[config.mk]
export PLATFORM = sky130hd
export DESIGN_NAME = b_muxn_seq
export DESIGN_NICKNAME = d
export VERILOG_FILES = /design/src/rtl/b_muxn_seq.sv
export SDC_FILE = /design/constraint.sdc
export NUM_CORES = 1
export LEC_CHECK = 0
export CORE_ASPECT_RATIO = 0.75
export CORE_MARGIN = 2
export CORE_UTILIZATION = 45
export CTS_BUF_LIST = sky130_fd_sc_hd__clkbuf_4 sky130_fd_sc_hd__clkbuf_8
export DETAILED_ROUTE_END_ITERATION = 12
export PLACE_DENSITY = 0.79
export SLEW_MARGIN = 20
export SYNTH_ARGS = -nofsm -noshare
export SYNTH_HDL_FRONTEND = slang
export SYNTH_SLANG_ARGS = --single-unit
[constraint.sdc]
create_clock -name clk -period 1.9 [get_ports clk]
set_clock_uncertainty 0.1 [all_clocks]
set_input_delay 0.38 -clock clk [delete_from_list [all_inputs] [get_ports clk]]
set_output_delay 0.38 -clock clk [all_outputs]
set_load 0.005 [all_outputs]
[src/rtl/b_muxn_seq.sv]
// b_muxn_seq: registered N-way channel mux with a manual-select mode and an
// auto-scan mode. Output side uses a valid/ready handshake with a stall hold.
// Scan mode dwells DWELL accepted outputs on each channel before advancing.
// Optional feature: define B_MUXN_PARITY_EN to add the y_par output, which is
// the even parity of the loaded data.
module b_muxn_seq #(
    parameter int N        = 4,
    parameter int W        = 4,
    parameter int DWELL    = 4,
    localparam int SW      = $clog2(N)
) (
    input  logic             clk,
    input  logic             rst_n,
    input  logic [N*W-1:0]   i,
    input  logic [SW-1:0]    s,
    input  logic             mode,
    input  logic             en,
    output logic [W-1:0]     y,
    output logic [SW-1:0]    y_sel,
    output logic             y_vld,
    input  logic             y_rdy,
    output logic             y_err
`ifdef B_MUXN_PARITY_EN
    ,
    output logic             y_par
`endif
);

    // SW+1 bits so that N itself (e.g. 16) is representable for the range test
    localparam logic [SW:0] NV = (SW+1)'(N);

    typedef enum logic {MAN = 1'b0, SCAN = 1'b1} state_t;

    state_t          r_state;
    logic [SW-1:0]   r_sel_q;
    logic [7:0]      r_dcnt;
    logic [W-1:0]    r_y;
    logic [SW-1:0]   r_y_sel;
    logic            r_y_vld;
    logic            r_y_err;

    logic            w_load;
    logic            w_s_ok;
    logic [W-1:0]    w_man_data;
    logic [W-1:0]    w_scan_data;
    logic [W-1:0]    w_ld_data;
    logic [SW-1:0]   w_ld_sel;
    logic            w_ld_err;
    logic [7:0]      w_dcnt_inc;
    logic            w_dwell_done;
    logic [SW-1:0]   w_sel_adv;

    // A new sample is taken whenever enabled and the output slot is free or draining
    assign w_load = en && (!r_y_vld || y_rdy);
    assign w_s_ok = {1'b0, s} < NV;

    // Channel muxes; loops only cover legal channels so an out-of-range select reads 0
    always_comb begin
        w_man_data  = '0;
        w_scan_data = '0;
        for (int k = 0; k < N; k++) begin
            if (s == SW'(k))       w_man_data  = i[k*W +: W];
            if (r_sel_q == SW'(k)) w_scan_data = i[k*W +: W];
        end
    end

    // Load source follows the current state, not the mode input, so transition
    // edges still load with the old state's rules
    assign w_ld_data  = (r_state == MAN) ? (w_s_ok ? w_man_data : '0) : w_scan_data;
    assign w_ld_sel   = (r_state == MAN) ? s : r_sel_q;
    assign w_ld_err   = (r_state == MAN) && !w_s_ok;

    assign w_dcnt_inc   = r_dcnt + 8'd1;
    assign w_dwell_done = (w_dcnt_inc == 8'(DWELL));
    assign w_sel_adv    = (r_sel_q == SW'(N-1)) ? '0 : r_sel_q + SW'(1);

`ifdef B_MUXN_PARITY_EN
    logic r_y_par;
`endif

    // Mode FSM, scan index/dwell counter and registered output slot
    always_ff @(posedge clk or negedge rst_n) begin
        if (!rst_n) begin
            r_state <= MAN;
            r_sel_q <= '0;
            r_dcnt  <= '0;
            r_y     <= '0;
            r_y_sel <= '0;
            r_y_vld <= 1'b0;
            r_y_err <= 1'b0;
`ifdef B_MUXN_PARITY_EN
            r_y_par <= 1'b0;
`endif
        end else begin
            if (w_load) begin
                r_y     <= w_ld_data;
                r_y_sel <= w_ld_sel;
                r_y_err <= w_ld_err;
                r_y_vld <= 1'b1;
`ifdef B_MUXN_PARITY_EN
                r_y_par <= ^w_ld_data;
`endif
            end else if (y_rdy) begin
                r_y_vld <= 1'b0;
            end

            if (r_state == MAN) begin
                if (mode) begin
                    // Scan starts from the manual channel when it is legal
                    r_state <= SCAN;
                    r_sel_q <= w_s_ok ? s : '0;
                    r_dcnt  <= '0;
                end
            end else begin
                if (!mode) begin
                    // Leaving scan freezes index and dwell progress
                    r_state <= MAN;
                end else if (w_load) begin
                    if (w_dwell_done) begin
                        r_dcnt  <= '0;
                        r_sel_q <= w_sel_adv;
                    end else begin
                        r_dcnt  <= w_dcnt_inc;
                    end
                end
            end
        end
    end

    assign y     = r_y;
    assign y_sel = r_y_sel;
    assign y_vld = r_y_vld;
    assign y_err = r_y_err;
`ifdef B_MUXN_PARITY_EN
    assign y_par = r_y_par;
`endif

endmodule

; Word level (Yosys, flattened, before mapping)
; Index checks and enable logic that the tools add are counted.
[classes]
n_addsub = 2
n_eq_ne = 9
mux = 24
reduce_logical = 8
[ops]
columns = op, n
row1 = two-way mux 8 bit, 5
row2 = two-way mux 4 bit, 9
row3 = two-way mux 2 bit, 7
row4 = "adder 8 x 1 -> 8 bit, second input constant", 1
row5 = "== test 2 bit, second input constant", 4
row6 = "== test 8 x 3 -> 1 bit, second input constant", 1
row7 = "== test 2 x 1 -> 1 bit, second input constant", 2
row8 = logical NOT 2 bit, 2
row9 = "!= test 2 x 1 -> 1 bit, second input constant", 2
row10 = two-way mux 1 bit, 3
row11 = AND reduction 3 bit, 1
row12 = "adder 2 x 1 -> 2 bit, second input constant", 1
row13 = AND reduction 2 bit, 1
row14 = nonzero test 2 bit, 1
row15 = logical AND 1 bit, 1
row16 = logical NOT 1 bit, 1
row17 = logical OR 1 bit, 1
[word_totals]
register_bits = 18
input_bits = 23
output_inout_bits = 8
elab_cells = 49

; Depth between registers and ports, before layout
[depth]
ltp_word = 6
depth_mapped = 7
ltp_nobuf = 7

; Least setup slack after synthesis
; OpenSTA, ideal clock, no wires.
[synth_timing]
path_type = reg2reg
from = reg r_sel_q[1]
to = reg r_y[3] (netlist: y[3])
setup_ns = 0.077
arrival_time_ns = 1.397
required_ns = 1.723
setup_slack_ns = 0.326
path_stages_with_launch = 8
n_path_buf = 0
synth_period_minus_slack_ns = 1.574
path_cell_list = dfrtp_1 -> inv_1 -> ha_1 -> nor2b_1 -> a221oi_1 -> o311ai_1 -> o21ai_1 -> o21ai_1
[synth_via]
elab_chain_len = 6
elab_cells_between_ends = 9
classes_between = eq/ne (3) / mux (5) / reduce/logical (1)
[synth_lines]
columns = item, line_no
row1 = from (decl), 35  ; logic [SW-1:0] r_sel_q;
row2 = from (signal assigned), 111  ; r_sel_q <= w_s_ok ? s : '0;
row3 = from (signal assigned), 121  ; r_sel_q <= w_sel_adv;
row4 = logical NOT 2 bit, 63  ; if (r_sel_q == SW'(k)) w_scan_data = i[k*W +: W];
row5 = two-way mux 4 bit (3 in series), 63
row6 = two-way mux 4 bit (*), 63
row7 = two-way mux 4 bit (*), 69  ; assign w_ld_data = (r_state == MAN) ? (w_s_ok ? w_man_data : '0) : w_scan_data;
row8 = to (signal assigned), 96  ; r_y <= w_ld_data;
row9 = to (decl), 37  ; logic [W-1:0] r_y;
; Mark *: on every way between the ends. The rest lies on a longest branch, timed or not.
; A chain may end at the register's enable or synchronous reset.

; Final worst setup path
[layout_timing]
from = in y_rdy
to = reg r_dcnt[7]
[layout_via]
elab_chain_len = 4
[layout_lines]
columns = item, line_no
row1 = from (decl), 21  ; input logic y_rdy,
row2 = logical OR 1 bit, 54  ; assign w_load = en && (!r_y_vld || y_rdy);
row3 = logical AND 1 bit, 54
row4 = != test 2 x 1 -> 1 bit (no line), n/a
row5 = AND reduction 2 bit (no line), n/a
row6 = to (signal assigned), 123  ; r_dcnt <= w_dcnt_inc;
row7 = to (decl), 36  ; logic [7:0] r_dcnt;
; No other way between the ends.

==> results by group <==
Die
  • Initial core utilization: 0.477
  • Chip width: 65.1 um
  • Rows: 16
  • Core ar.: 0.00264 mm2
  • Die height: 49.9 um
  • I/O pin cnt: 31
  • Die Area: approximately 0.0032 mm2

Worst setup path
  • Crit path required time: 1.99 ns
  • Crit end category: flip-flop
  • WS Path Type: input pin to flip-flop
  • Critical path arrival: ~1.9 ns
  • Crit-path max FO: 12
  • Startpoint types: input pin

Synthesis
  • Syn. warnings: 0
  • Cells after Synth: around 130
  • Synthesized cell area: roughly 0.0013 mm2
  • Synth top area cells: dfrtp_1, mux4_2, nand2_1
  • Top-count cell post-synth: nand2_1
  • Yosys reg bits: 18
  • Cell variety after synth: between 40 and 50
  • Post-synth EDFFs: 0
  • Top cells by count, synth: nand2_1, dfrtp_1, o21ai_1
  • Synth Area per Inst: around 9.5 um2
  • Seq/Total Area, Yosys: 0.357
  • Yosys top cell by area: dfrtp_1
  • Post-Syn Nets: between 150 and 200
  • Post-synth ARST share: 1.00
  • Top-area cell type share of the netlist area: 0.357
  • Ys flop type: dfrtp_1

Pwr
  • Combinational fraction of design power: 0.362
  • Internal power contribution: approximately 0.00093 W
  • Max VDD drop: 0.529 mV
  • Switching share of power: 0.327
  • LEAKAGE: 0.704 nW
  • Power, Total: 0.00138 W
  • Clk pwr share: 0.228
  • Switching power: about 0.00045 W
  • Power density over the cells: approximately 820 mW/mm2
  • Sequential Power Share: 0.410

Timing
  • Max-slew violations: 0
  • Final period util: 0.933
  • Fin. Hold Viols: 0
  • Max Clock Freq: ~560 MHz
  • Hold WS: roughly 0.36 ns
  • Final Critical Period: around 1.8 ns
  • Final setup violating endpoints: 0
  • RSZ-0062 raised after global routing: false
  • Fin Setup TNS: 0 ns

CTS
  • Longest Clk Path Bufs: 2
  • Clock sinks: 18
  • Post-cts sizing count: 0
  • CTS tree: built
  • H-tree depth: 1
  • Clock Tree Root: clkbuf_8
  • Clk Latency, worst-skew pair: approximately 0.25 ns
  • Clk slew on worst S/H paths: 0.07 ns
  • Post-CTS setup buffer count: 0
  • CTS Buf Count: 3
  • CTS Hold Buffers Added: 0

Place
  • Routability congestion estimate: slightly below 0.8
  • IO Port Bufs: 29
  • Post-DP HPWL: approximately 2.4 mm

Flow run
  • Number of max-cap violations: 0

Layout
  • Fin nets: slightly below 200
  • Ratio of cells with drive above 1 in the final layout: 0.163
  • Fin util: 0.641
  • Area of the multi-input gates: roughly 770 um2
  • Diodes inserted: 0
  • Synthesis-to-finish area growth: 34.3%
  • FF+latch area: ~450 um2
  • Layout filler cell count: roughly 220

Drt
  • DRC violations left: 0
  • Antenna viol nets, final: 0
  • Routed vias: ~1,200
  • Met2 WL: between 1 and 1.5 mm
  • WL final: just over 3 mm
  • Detailed-route wire length per cell: between 15 and 20 um
  • WL met3: 147 um
  • First drt pass iteration count: 4
  • DR top layer: met4
  • Met1 wire length: ~1.5 mm
  • Via/cell ratio: approximately 5.7
  • DR iter-0 viols: 56

GRT
  • Largest net degree at the start of global routing: 21
  • Total GRT Usage: 0.217
  • Initial antenna violation count: 0
  • Global-route wire length before repair: about 5.5 mm
  • Total gr overflow: 0
  • Vias in the first global route: between 1,000 and 1,500

Run status
  • Outcome: finished, final reports clean

Hold path
  • Hold Path Class: input pin to async pin
flip-flops by register name, indices dropped and copies added (netlist names):
register  flops
y_vld         1
r_dcnt        8
y_sel         2
r_sel_q       2
y             4
r_state       1
cells in the final DEF, fill, tap and decap left out, drive strengths merged, types with 2 or more instances in the layout:
cell and instances:
clkdlybuf4s50 28, nand2 20, dfrtp 18, o21ai 16, buf 8, a22o 5
nor2b 5, a221oi 5, ha 5, inv 4, nand2b 4, nand3 4
mux4 4, o311ai 4, clkbuf 4, mux2i 3, or2 3, nor2 2
nand4 2, nor4 2
logic make-up after synthesis:
family                     after synthesis  share of synthesized area
other                                    1                    0.00297
xor gates and xnor gates                 1                    0.00695
and+or+nand+nor                         51                      0.227
buffers and inverters                   13                     0.0456
muxes                                    7                     0.0952
DFF                                     18                      0.357
adders and majority gates                5                     0.0496
AOI/OAI and AO/OA                       37                      0.215
worst max-delay path: stages:
cell and delay, ns:
clkdlybuf4s50_1 0.45, nand2b_1 0.13, and2_1 0.20, o21ai_4 0.13, or4_1 0.49, nand3_1 0.09
metal layers:
metal	up-vias	global-route usage
met3	4	0.0434
li1	563	-
met1	554	0.307
met2	29	0.347
met4	0	0.0417
met5	-	0
worst paths after layout:
| path | end | cells after the start | slack (ns) | startpoint |
|---|---|---|---|---|
| max | r_dcnt[7]$_DFFE_PN0P_ | 6 | 0.13 | y_rdy |
| max in group asynchronous | r_dcnt[2]$_DFFE_PN0P_ | 2 | 1.14 | rst_n |
| min in group clk | y_sel[1]$_DFFE_PN0P_ | 2 | 0.38 | y_sel[1]$_DFFE_PN0P_ |
| min reg2reg | y_sel[1]$_DFFE_PN0P_ | 2 | 0.38 | y_sel[1]$_DFFE_PN0P_ |
| min | r_dcnt[7]$_DFFE_PN0P_ | 2 | 0.36 | rst_n |
| max reg2reg | y[0]$_DFFE_PN0P_ | 7 | 0.13 | r_sel_q[0]$_DFFE_PN0P_ |
power groups by stage:
stage / sequential, W / combinational, W / clock, W
floorplan: 0.000535 / 0.000321 / 0
global placement: 0.000564 / 0.000472 / 0
detailed placement: 0.000570 / 0.000488 / 0
CTS: 0.000563 / 0.000495 / 0.000317
global route: 0.000583 / 0.000558 / 0.000342
finish: 0.000568 / 0.000500 / 0.000315
per-stage QoR:
step / setup WS (ns) / cells / instance area, um2
CTS: 0.0149 / 202 / 1670
global route: 0.00343 / 202 / 1690
finish: 0.127 / 202 / 1690
global placement: -0.152 / 198 / 1620
floorplan: 0.326 / 133 / 1260
detailed placement: -0.236 / 198 / 1620
final cells by class:
cell class	instances	area share
Clock buffer	4	0.0325
Inverter	5	0.0111
Multi-Input combinational cell	102	0.456
Sequential cell	18	0.266
Tap cell	36	0.0266
Timing Repair Buffer	37	0.208
(Power assumes the default switching activity.)
